**src/rtl/avl_wait_bridge.sv**
```systemverilog
// Avalon-MM pass-through that holds each master request for a fixed or LFSR-driven
// number of extra wait cycles, checks master-side protocol and counts transfers.
module avl_wait_bridge #(
   parameter int unsigned RANDOM      = 1,
   parameter int unsigned FIXED_STALL = 2,
   parameter int unsigned STALL_BITS  = 3,
   parameter logic [15:0] LFSR_SEED   = 16'hACE1
) (
   input  logic        clk,
   input  logic        rst,
   input  logic [31:0] m_address,
   input  logic        m_read,
   input  logic        m_write,
   input  logic [3:0]  m_byteenable,
   input  logic [31:0] m_writedata,
   output logic [31:0] m_readdata,
   output logic        m_waitrequest,
   output logic [31:0] s_address,
   output logic        s_read,
   output logic        s_write,
   output logic [3:0]  s_byteenable,
   output logic [31:0] s_writedata,
   input  logic [31:0] s_readdata,
   input  logic        s_waitrequest,
   output logic        protocol_error,
   output logic [31:0] xfer_count
);

   typedef enum logic [1:0] {IDLE, STALL, FWD} state_t;

   state_t      state_q, state_d;
   logic [15:0] lfsr_q, lfsr_d;
   logic [31:0] addr_q, addr_d;
   logic        rd_q, rd_d;
   logic        wr_q, wr_d;
   logic [3:0]  be_q, be_d;
   logic [31:0] wd_q, wd_d;
   logic [3:0]  cnt_q, cnt_d;
   logic        perr_q, perr_d;
   logic [31:0] xcnt_q, xcnt_d;

   logic        m_req;
   logic [3:0]  stall_init;
   logic        req_mismatch;

   assign m_req = m_read | m_write;

   generate
      if (RANDOM != 0) begin : g_rand
         assign stall_init = 4'(lfsr_q[STALL_BITS-1:0]);
      end else begin : g_fixed
         assign stall_init = 4'(FIXED_STALL);
      end
   endgenerate

   assign req_mismatch = (m_address != addr_q) || (m_read != rd_q) || (m_write != wr_q) ||
                         (m_byteenable != be_q) || (m_writedata != wd_q) || !m_req;

   always_ff @(posedge clk or posedge rst) begin
      if (rst) begin
         state_q <= IDLE;
         lfsr_q  <= LFSR_SEED;
         addr_q  <= '0;
         rd_q    <= 1'b0;
         wr_q    <= 1'b0;
         be_q    <= '0;
         wd_q    <= '0;
         cnt_q   <= '0;
         perr_q  <= 1'b0;
         xcnt_q  <= '0;
      end else begin
         state_q <= state_d;
         lfsr_q  <= lfsr_d;
         addr_q  <= addr_d;
         rd_q    <= rd_d;
         wr_q    <= wr_d;
         be_q    <= be_d;
         wd_q    <= wd_d;
         cnt_q   <= cnt_d;
         perr_q  <= perr_d;
         xcnt_q  <= xcnt_d;
      end
   end

   always_comb begin
      state_d = state_q;
      lfsr_d  = {lfsr_q[14:0], lfsr_q[15] ^ lfsr_q[13] ^ lfsr_q[12] ^ lfsr_q[10]};
      addr_d  = addr_q;
      rd_d    = rd_q;
      wr_d    = wr_q;
      be_d    = be_q;
      wd_d    = wd_q;
      cnt_d   = cnt_q;
      perr_d  = perr_q;
      xcnt_d  = xcnt_q;

      if (m_read && m_write)
         perr_d = 1'b1;

      case (state_q)
         IDLE: begin
            if (m_req) begin
               addr_d  = m_address;
               rd_d    = m_read;
               wr_d    = m_write;
               be_d    = m_byteenable;
               wd_d    = m_writedata;
               cnt_d   = stall_init;
               state_d = (stall_init != '0) ? STALL : FWD;
            end
         end
         STALL: begin
            if (req_mismatch)
               perr_d = 1'b1;
            cnt_d = cnt_q - 4'd1;
            if (cnt_q == 4'd1)
               state_d = FWD;
         end
         FWD: begin
            if (req_mismatch)
               perr_d = 1'b1;
            if (!s_waitrequest) begin
               xcnt_d  = xcnt_q + 32'd1;
               state_d = IDLE;
            end
         end
         default: state_d = IDLE;
      endcase
   end

   // Captured request is forwarded even if the master has since changed or dropped it.
   always_comb begin
      m_waitrequest = 1'b1;
      m_readdata    = '0;
      s_read        = 1'b0;
      s_write       = 1'b0;
      if (!rst) begin
         case (state_q)
            IDLE:    m_waitrequest = m_req;
            STALL:   m_waitrequest = 1'b1;
            FWD: begin
               m_waitrequest = s_waitrequest;
               s_read        = rd_q;
               s_write       = wr_q;
               if (!s_waitrequest)
                  m_readdata = s_readdata;
            end
            default: m_waitrequest = 1'b1;
         endcase
      end
   end

   assign s_address      = addr_q;
   assign s_byteenable   = be_q;
   assign s_writedata    = wd_q;
   assign protocol_error = perr_q;
   assign xfer_count     = xcnt_q;

endmodule

```
**config.mk**
```make
export PLATFORM = sky130hd
export DESIGN_NAME = avl_wait_bridge
export DESIGN_NICKNAME = d
export VERILOG_FILES = /design/src/rtl/avl_wait_bridge.sv
export SDC_FILE = /design/constraint.sdc
export NUM_CORES = 1
export LEC_CHECK = 0
export CORE_MARGIN = 2
export CORE_UTILIZATION = 44
export DETAILED_ROUTE_END_ITERATION = 7
export PLACE_DENSITY_LB_ADDON = 0.05
export SETUP_SLACK_MARGIN = 0.2
export SKIP_CTS_REPAIR_TIMING = 1
export SLEW_MARGIN = 20
export SYNTH_ARGS = -nofsm -noshare
export SYNTH_HDL_FRONTEND = slang
export SYNTH_SLANG_ARGS = --single-unit
```
**constraint.sdc**
```tcl
create_clock -name clk -period 8.8 [get_ports clk]
set_input_delay 2.64 -clock clk [delete_from_list [all_inputs] [get_ports clk]]
set_output_delay 2.64 -clock clk [all_outputs]
set_load 0.02 [all_outputs]
```
==> flow_metrics.tcl, run 1 <==
set metrics [dict create \
    result_of_the_run "finished clean" \
    clock-skew-final_ps 7.60 \
    hold_class "reg2reg" \
    mostFrequentLayoutCells "clkdlybuf4s50_1, dfrtp_1, mux2_2" \
    clk_pin_slew_worst_paths_ps 50 \
    timing.final.crit_share_pct 79.6 \
    initial_core_util_pct 45.3 \
    cpMaxStageDelayCell "clkdlybuf4s50_1" \
    stdcell_area_um2 9250 \
    synth_seq_cells 125 \
    r2r-start "state_q[0]$_DFFE_PP0P_" \
    pwr-share-comb_pct 42.5 \
    detailedRoute.firstPassIterationCount 6 \
    final_common_cell "clkdlybuf4s50_1" \
    netlist_area_um2 6020 \
    p_sw_share_pct 35.4 \
    crit_fanout 32 \
    drv_slew 0 \
    critical_path_required_ps 6160 \
    hold_violations 0 \
    worstSetupEndpointType "output pin" \
    clockBufferDepth 2 \
    die-width_um 121 \
    compound_cell_area_share_of_the_yosys_netlist_pct 5.61 \
    row_count 42 \
    static-leakage-power_nw 3.86 \
    power.switching_w 0.00103 \
    critical_path.startpoint_type "input port" \
    post_route_cells_drive_above_1_share_pct 14.2 \
    gp_congestion 0.792 \
    num-nets-final 880 \
    post_synth_mux_area_share_pct 11.6 \
    finish.utilization_pct 69.5 \
    r2r_setup_slack_ps 6290 \
    die_height_um 121 \
    power_density_nw_per_um2 315 \
    route.detailed.wl_per_inst_um 17.5 \
    grt_pass1_wl_um 26500 \
    power.ir.vdd_worst_v 0.000243 \
    timing.rr.end "xfer_count[20]$_DFFE_PP0P_" \
    synthSimpleGateAreaFrac_pct 15.7 \
    number_of_global_route_vias_before_repair 5031 \
    die_area_um2 14600 \
    fmaxAchievable_mhz 143 \
    synthDistinctLibCells 43 \
    dr.first_iter.drc_count 240 \
    synth_top_family_by_area "simple AND/OR/NAND/NOR gates" \
    maxCapViolations 0 \
    worstSetupStartpoint "rst" \
    synth_seq_area_share_pct 52.1 \
    tritoncts "yes" \
    route.detailed.vias_per_inst 5.03 \
    timing.critical_path.cells "clkdlybuf4s50_1 > nor3b_2 > buf_4 > and2_1 > clkdlybuf4s50_1" \
    synthToLayoutAreaGrowth_pct 53.5 \
    critical_path_buf_inv_count 3 \
    synthesis.area_per_instance_um2 11.6 \
    detail_route.wirelength_um 16700 \
    io_pins 241 \
    setup_repair_after_global_routing_missed_its_margin "false" \
    ff2ff_path_depth 7 \
    route.antenna.remaining_nets 0 \
    num_vias 4819 \
    critical_path_class "in2out" \
    worst-endpoint-arrival_ps 4360 \
    overflow 0 \
    insertedDiodeCount 0 \
    cts_sinks 125 \
    internal-power_w 0.00188 \
    yosys.area_share.xor_xnor_pct 11.0 \
    filler_cell_count 997 \
    htree_levels 4 \
    postSynthCellCount 520 \
    port_buffers 240 \
    fin_hold_ws_ps 351 \
    post_synth_fa_ha_maj_area_fraction_pct 1.25 \
    endpoint "m_readdata[21]" \
    synth_warnings 0 \
    slew_headroom_pct 34.4 \
    critical-path-top-cell-by-count "clkdlybuf4s50_1" \
    drc 0 \
    floorplan.core_area_um2 13300 \
    final.setup.tns_ps 0 \
    critical_path.max_stage_delay_ps 610 \
    worst-slew-pin-transition_ps 985 \
    cts_buffers 17 \
    number_of_antenna_violations_at_the_first_check_in_global_routing 0 \
    power_share_of_the_clock_group_pct 25.1 \
    period_minus_slack_ps 7000 \
    post_dp_cell_area_um2 8630 \
    pin_count_of_the_biggest_net_entering_global_routing 81 \
    place.detailed.hpwl_um 12600 \
    finalSetupViolCount 0 \
    cts_root_buffer "clkbuf_16" \
    mappedNetlistNets 631 \
    worst_skew_pair.late_latency_ps 410 \
    critical_path.top_delay_family "buffers and inverters" \
    seqPwrFrac_pct 32.4 \
    worstSetupPathDepth 5 \
    global_route.usage.total_pct 23.5 \
]
## cell usage after synthesis, drive strengths merged
cell type	n	area, µm²
a2111oi	7	61.3
a21o	1	7.51
a21oi	7	46.3
a221oi	2	17.5
a222oi	1	10.0
a22o	1	8.76
a22oi	2	15.0
a32oi	1	8.76
and2	32	200
and3	9	56.3
and4	3	26.3
buf	9	53.8
clkbuf	6	22.5
dfrtp	117	2930
dfstp	8	210
ha	6	75.1
inv	24	90.1
mux2	62	698
nand2	27	101
nand2b	14	87.6
nand3	18	90.1
nand4	14	93.8
nor2	10	37.5
nor2b	21	131
nor3	3	15.0
nor3b	3	27.5
nor4	10	62.6
o2111a	4	45.0
o2111ai	1	8.76
o21ai	14	70.1
o221ai	2	17.5
o22ai	2	12.5
o32ai	1	8.76
or2	1	6.26
or4	1	7.51
xnor2	35	307
xor2	41	359
## worst min-delay path by stage
stage | start | to | slack (ps) | depth (start not counted)
finish | lfsr_q[4]$_DFF_PP0_ | lfsr_q[5]$_DFF_PP1_ | 350 | 0
global route | lfsr_q[14]$_DFF_PP0_ | lfsr_q[15]$_DFF_PP1_ | 360 | 0
CTS | lfsr_q[4]$_DFF_PP0_ | lfsr_q[5]$_DFF_PP1_ | 350 | 0
detailed placement | lfsr_q[9]$_DFF_PP0_ | lfsr_q[10]$_DFF_PP1_ | 340 | 0
global placement | lfsr_q[3]$_DFF_PP0_ | lfsr_q[4]$_DFF_PP0_ | 340 | 0
floorplan | lfsr_q[3]$_DFF_PP0_ | lfsr_q[4]$_DFF_PP0_ | 330 | 0
## sequential cells by signal, summed over array words and instances, names as in the netlist
signal,cells
cnt_q,4
lfsr_q,16
protocol_error,1
rd_q,1
s_address,32
s_byteenable,4
s_writedata,32
state_q,2
wr_q,1
xfer_count,32
## routing by layer
metal,GRT usage [%],vias to the layer above,part of all wire [%]
li1,-,2306,-
met1,28.5,2369,41
met2,38.4,131,51
met3,10.3,13,7.0
met4,6.10,0,1.0
met5,0,-,0
## logic make-up (layout without fill, tap and decap cells)
kind of cell               after synthesis  after routing
AOI/OAI and AO/OA                       46             46
adders and majority gates                6              6
xor gates and xnor gates                76             76
and+or+nand+nor                        166            166
muxes                                   62             62
buffers and inverters                   39            301
DFF                                    125            125
## power by group through the flow
stage | combinational, W | sequential, W | clock [W]
floorplan | 0.000470 | 0.00113 | 0
global placement | 0.00123 | 0.000937 | 0
detailed placement | 0.00124 | 0.000945 | 0
CTS | 0.00125 | 0.000943 | 0.000743
global route | 0.00132 | 0.000975 | 0.000772
finish | 0.00124 | 0.000943 | 0.000730
## stage by stage
| stage | worst slack, ps | instances | total power (W) |
|---|---|---|---|
| 4_1_cts | 1790 | 958 | 0.00294 |
| 6_report | 1800 | 958 | 0.00291 |
| 2_1_floorplan | 1100 | 520 | 0.00160 |
| 3_3_place_gp | 1840 | 926 | 0.00217 |
| 3_5_place_dp | 1790 | 926 | 0.00219 |
| 5_1_grt | 1700 | 958 | 0.00306 |
## layout make-up
class	instances	area [µm²]	share of cell area (%)
repair buffers	245	2440	26.4
clock buffers	21	450	4.87
flip-flops and latches	125	3140	33.9
well taps	176	220	2.38
multi-input cells	356	2740	29.6
inverters	24	93.8	1.02
clock inverters	11	166	1.80
## worst register-to-register path, cell delays in order (launching register included)
cell	delay, ps
dfrtp_1	410
inv_1	90
ha_1	290
nor2b_1	550
nand3_1	210
nor2_1	490
nand3_1	180
xnor2_1	160
(Power assumes the default switching activity.)
==> inputs of run 2 (changes only) <==
==> constraint.sdc (replaced) <==
create_clock -name clk -period 6.8 [get_ports clk]
set_input_delay 2.04 -clock clk [delete_from_list [all_inputs] [get_ports clk]]
set_output_delay 2.04 -clock clk [all_outputs]
set_load 0.02 [all_outputs]
==> flow_metrics.tcl, run 2 (synthesized netlist as in run 1, its figures left out) <==
set metrics [dict create \
    maxCapViolations 0 \
    synthToLayoutAreaGrowth_pct 53.7 \
    num_vias 4811 \
    worstSetupStartpoint "rst" \
    number_of_antenna_violations_at_the_first_check_in_global_routing 0 \
    power.switching_w 0.00136 \
    clock-skew-final_ps 13.4 \
    worst-slew-pin-transition_ps 975 \
    htree_levels 4 \
    critical_path_class "in2out" \
    route.antenna.remaining_nets 0 \
    post_route_cells_drive_above_1_share_pct 14.7 \
    timing.final.crit_share_pct 85.0 \
    fin_hold_ws_ps 347 \
    power_density_nw_per_um2 406 \
    critical_path_required_ps 4760 \
    hold_violations 0 \
    initial_core_util_pct 45.3 \
    r2r-start "state_q[0]$_DFFE_PP0P_" \
    worst_skew_pair.late_latency_ps 420 \
    die_area_um2 14600 \
    static-leakage-power_nw 3.87 \
    stdcell_area_um2 9260 \
    place.detailed.hpwl_um 12800 \
    detail_route.wirelength_um 16800 \
    number_of_global_route_vias_before_repair 4910 \
    power_share_of_the_clock_group_pct 25.0 \
    hold_class "reg2reg" \
    overflow 0 \
    detailedRoute.firstPassIterationCount 4 \
    period_minus_slack_ps 5780 \
    placement.setup.worst_slack_ps 1010 \
    worstSetupEndpointType "output pin" \
    fmaxAchievable_mhz 173 \
    drv_slew 0 \
    drc 0 \
    num-nets-final 881 \
    seqPwrFrac_pct 32.4 \
    hold_start "lfsr_q[8]$_DFF_PP0_" \
    floorplan.core_area_um2 13300 \
    p_sw_share_pct 36.1 \
    global_route.usage.total_pct 23.5 \
    tritoncts "yes" \
    dr.first_iter.drc_count 224 \
    finalSetupViolCount 0 \
    route.detailed.vias_per_inst 5.02 \
    clockBufferDepth 2 \
    die-width_um 121 \
    route.detailed.wl_per_inst_um 17.5 \
    power.ir.vdd_worst_v 0.000321 \
    die_height_um 121 \
    setup_repair_after_global_routing_missed_its_margin "false" \
    filler_cell_count 983 \
    pwr-share-comb_pct 42.7 \
    gp_congestion 0.814 \
    io_pins 241 \
    final_common_cell "clkdlybuf4s50_1" \
    post_dp_cell_area_um2 8640 \
    internal-power_w 0.00240 \
    critical_path.startpoint_type "input port" \
    slew_headroom_pct 35.0 \
    worst-endpoint-arrival_ps 3740 \
    layout_setup_ws_ps 1020 \
    cts_buffers 17 \
    result_of_the_run "finished clean" \
    cts_root_buffer "clkbuf_16" \
    overall_power_of_the_completed_layout_w 0.00376 \
    port_buffers 240 \
    row_count 42 \
    grt_pass1_wl_um 26400 \
    cts_sinks 125 \
    mostFrequentLayoutCells "clkdlybuf4s50_1, dfrtp_1, mux2_2" \
    pin_count_of_the_biggest_net_entering_global_routing 81 \
    insertedDiodeCount 0 \
    clk_pin_slew_worst_paths_ps 60 \
    final.setup.tns_ps 0 \
    crit_fanout 32 \
]
## run 2: changes by cell type in the layout (fill, tap and decap cells not counted), sizes merged
cell,delta
clkinv,-1
inv,+5
clkbuf,-3
bufinv,-1
buf,+1
## run 2: area by class of cell
class / instances / area (µm²) / area share (%)
Sequential cell: 125 / 3140 / 33.9
Multi-Input combinational cell: 356 / 2740 / 29.6
Timing Repair Buffer: 246 / 2450 / 26.4
Clock buffer: 18 / 439 / 4.74
Tap cell: 176 / 220 / 2.38
Clock inverter: 14 / 183 / 1.97
Inverter: 24 / 93.8 / 1.01
## run 2: final timing paths
kind	to	slack, ps	cells after the start
worst min register to register	lfsr_q[9]$_DFF_PP0_	350	0
worst max-delay path	m_readdata[11]	1020	5
worst max register to register	xfer_count[22]$_DFFE_PP0P_	4210	7
worst min-delay path	lfsr_q[9]$_DFF_PP0_	350	0
min in group asynchronous	cnt_q[1]$_DFFE_PP0P_	1970	2
max in group asynchronous	protocol_error$_DFF_PP0_	3750	3
## run 2: layer usage
layer / GRT usage (%) / part of all wire (%) / up-vias
met2: 38.1 / 51 / 140
met5: 0 / 0 / -
met3: 9.45 / 7.4 / 9
li1: - / - / 2300
met1: 29.0 / 41 / 2362
met4: 6.61 / 0.77 / 0
## run 2: per-stage QoR
stage	utilization [%]	cells
after detailed placement	65.0	927
after CTS	69.6	959
after global placement	65.0	927
after global routing	69.6	959
after floorplan	-	520
final	69.6	959
## run 2: power by group through the flow
stage                     combinational, W  sequential, W  clock, W
after floorplan                   0.000608        0.00146         0
after global placement             0.00160        0.00121         0
after detailed placement           0.00161        0.00122         0
after CTS                          0.00162        0.00121  0.000962
after global routing               0.00171        0.00125  0.000996
final                              0.00160        0.00122  0.000939
## run 2: worst max-delay path, stage by stage
cell             delay (ps)
clkdlybuf4s50_1         470
nor3b_2                 190
buf_4                   260
and2_1                  170
clkdlybuf4s50_1         600
==> inputs of run 3 (changes only) <==
--- a/config.mk
+++ b/config.mk
@@ -5,7 +5,6 @@
 export SDC_FILE = /design/constraint.sdc
 export NUM_CORES = 1
 export LEC_CHECK = 0
-export CORE_MARGIN = 2
 export CORE_UTILIZATION = 44
 export DETAILED_ROUTE_END_ITERATION = 7
 export PLACE_DENSITY_LB_ADDON = 0.05
==> constraint.sdc (replaced) <==
create_clock -name clk -period 6.6 [get_ports clk]
set_input_delay 1.98 -clock clk [delete_from_list [all_inputs] [get_ports clk]]
set_output_delay 1.98 -clock clk [all_outputs]
set_load 0.02 [all_outputs]
==> flow_metrics.tcl, run 3 (synthesized netlist as in run 1, its figures left out) <==
set metrics [dict create \
    critical-path-top-cell-by-count "clkdlybuf4s50_1" \
    cts_buffers 17 \
    route.detailed.wl_per_inst_um 17.4 \
    drc 0 \
    post_dp_cell_area_um2 8640 \
    worst_skew_pair.late_latency_ps 420 \
    worst-slew-pin-transition_ps 977 \
    worstSetupEndpointType "output pin" \
    hold_class "reg2reg" \
    gp_congestion 0.861 \
    filler_cell_count 1011 \
    port_buffers 240 \
    mostFrequentLayoutCells "clkdlybuf4s50_1, dfrtp_1, mux2_2" \
    clk_pin_slew_worst_paths_ps 50 \
    cts_sinks 125 \
    io_pins 241 \
    htree_levels 4 \
    finalSetupViolCount 0 \
    grt_pass1_wl_um 26700 \
    final_common_cell "clkdlybuf4s50_1" \
    initial_core_util_pct 45.3 \
    power_share_of_the_clock_group_pct 24.5 \
    stdcell_area_um2 9240 \
    critical_path.startpoint_type "input port" \
    layout_setup_ws_ps 923 \
    post_route_cells_drive_above_1_share_pct 14.4 \
    clockBufferDepth 2 \
    die_height_um 119 \
    insertedDiodeCount 0 \
    setup_repair_after_global_routing_missed_its_margin "false" \
    pin_count_of_the_biggest_net_entering_global_routing 81 \
    cts_root_buffer "clkbuf_16" \
    critical_path_class "in2out" \
    detail_route.wirelength_um 16600 \
    ff_latch_area_um2 3140 \
    power.switching_w 0.00139 \
    power.ir.vdd_worst_v 0.000295 \
    number_of_antenna_violations_at_the_first_check_in_global_routing 0 \
    route.antenna.remaining_nets 0 \
    overall_power_of_the_completed_layout_w 0.00385 \
    critical_path_buf_inv_count 3 \
    fmaxAchievable_mhz 176 \
    crit_fanout 32 \
    hold_violations 0 \
    result_of_the_run "finished clean" \
    static-leakage-power_nw 3.85 \
    seqPwrFrac_pct 32.6 \
    num-nets-final 881 \
    row_count 42 \
    die_area_um2 14200 \
    die-width_um 119 \
    global_route.usage.total_pct 24.6 \
    critical_path.max_stage_delay_ps 600 \
    number_of_global_route_vias_before_repair 5029 \
    slew_headroom_pct 34.8 \
    clock-skew-final_ps 8.64 \
    timing.final.crit_share_pct 86.0 \
    critical_path.top_delay_family "buffers and inverters" \
    floorplan.core_area_um2 13300 \
    pwr-share-comb_pct 42.9 \
    period_minus_slack_ps 5680 \
    synthToLayoutAreaGrowth_pct 53.3 \
    timing.critical_path.cells "clkdlybuf4s50_1 > nor3b_2 > buf_4 > and2_1 > clkdlybuf4s50_1" \
    finish.utilization_pct 69.5 \
    num_vias 4812 \
    cpMaxStageDelayCell "clkdlybuf4s50_1" \
    internal-power_w 0.00246 \
    detailedRoute.firstPassIterationCount 5 \
    tritoncts "yes" \
    p_sw_share_pct 36.1 \
    drv_slew 0 \
    critical_path_required_ps 4620 \
    place.detailed.hpwl_um 12500 \
    worst-endpoint-arrival_ps 3700 \
    multi_input_comb_area_um2 2740 \
    maxCapViolations 0 \
    dr.first_iter.drc_count 155 \
    final.setup.tns_ps 0 \
    placement.setup.worst_slack_ps 930 \
    route.detailed.vias_per_inst 5.02 \
    overflow 0 \
    power_density_nw_per_um2 417 \
]
==> run 3: area by class of cell <==
type	instances	share of cell area, %
timing repair buffer	246	26.5
clock buffer	19	4.69
multi-input combinational	356	29.6
tap	176	2.38
clock inverter	13	1.82
sequential	125	34.0
inverter	24	1.02
==> run 3: final timing paths <==
| path | from | cells past startpoint | slack [ps] | end |
|---|---|---|---|---|
| setup / recovery | rst | 5 | 920 | m_readdata[21] |
| max in group asynchronous | rst | 3 | 3650 | s_address[2]$_DFFE_PP0P_ |
| hold reg to reg | lfsr_q[14]$_DFF_PP0_ | 0 | 350 | lfsr_q[15]$_DFF_PP1_ |
| setup reg to reg | state_q[0]$_DFFE_PP0P_ | 7 | 4100 | xfer_count[31]$_DFFE_PP0P_ |
| hold / removal | lfsr_q[14]$_DFF_PP0_ | 0 | 350 | lfsr_q[15]$_DFF_PP1_ |
| min in group asynchronous | rst | 2 | 1910 | xfer_count[14]$_DFFE_PP0P_ |
==> run 3: layer usage <==
| metal | vias up | wire, µm | part of all wire (%) | track usage (%) |
|---|---|---|---|---|
| li1 | 2305 | - | - | - |
| met1 | 2345 | 7030 | 42 | 30.1 |
| met2 | 142 | 8290 | 50 | 40.1 |
| met3 | 20 | 1060 | 6.4 | 8.38 |
| met4 | 0 | 263 | 1.6 | 8.86 |
| met5 | - | 0 | 0 | 0 |
==> run 3: power groups by stage <==
stage	Clock (W)	Combinational, W	Sequential (W)
6_report	0.000944	0.00165	0.00125
2_1_floorplan	0	0.000627	0.00151
3_5_place_dp	0	0.00166	0.00125
3_3_place_gp	0	0.00164	0.00125
5_1_grt	0.000993	0.00176	0.00129
4_1_cts	0.000958	0.00167	0.00125
==> run 3: metrics by stage <==
step / instances / hold WS [ps]
6_report: 959 / 351
5_1_grt: 959 / 363
4_1_cts: 959 / 354
3_5_place_dp: 927 / 339
3_3_place_gp: 927 / 342
2_1_floorplan: 520 / 331
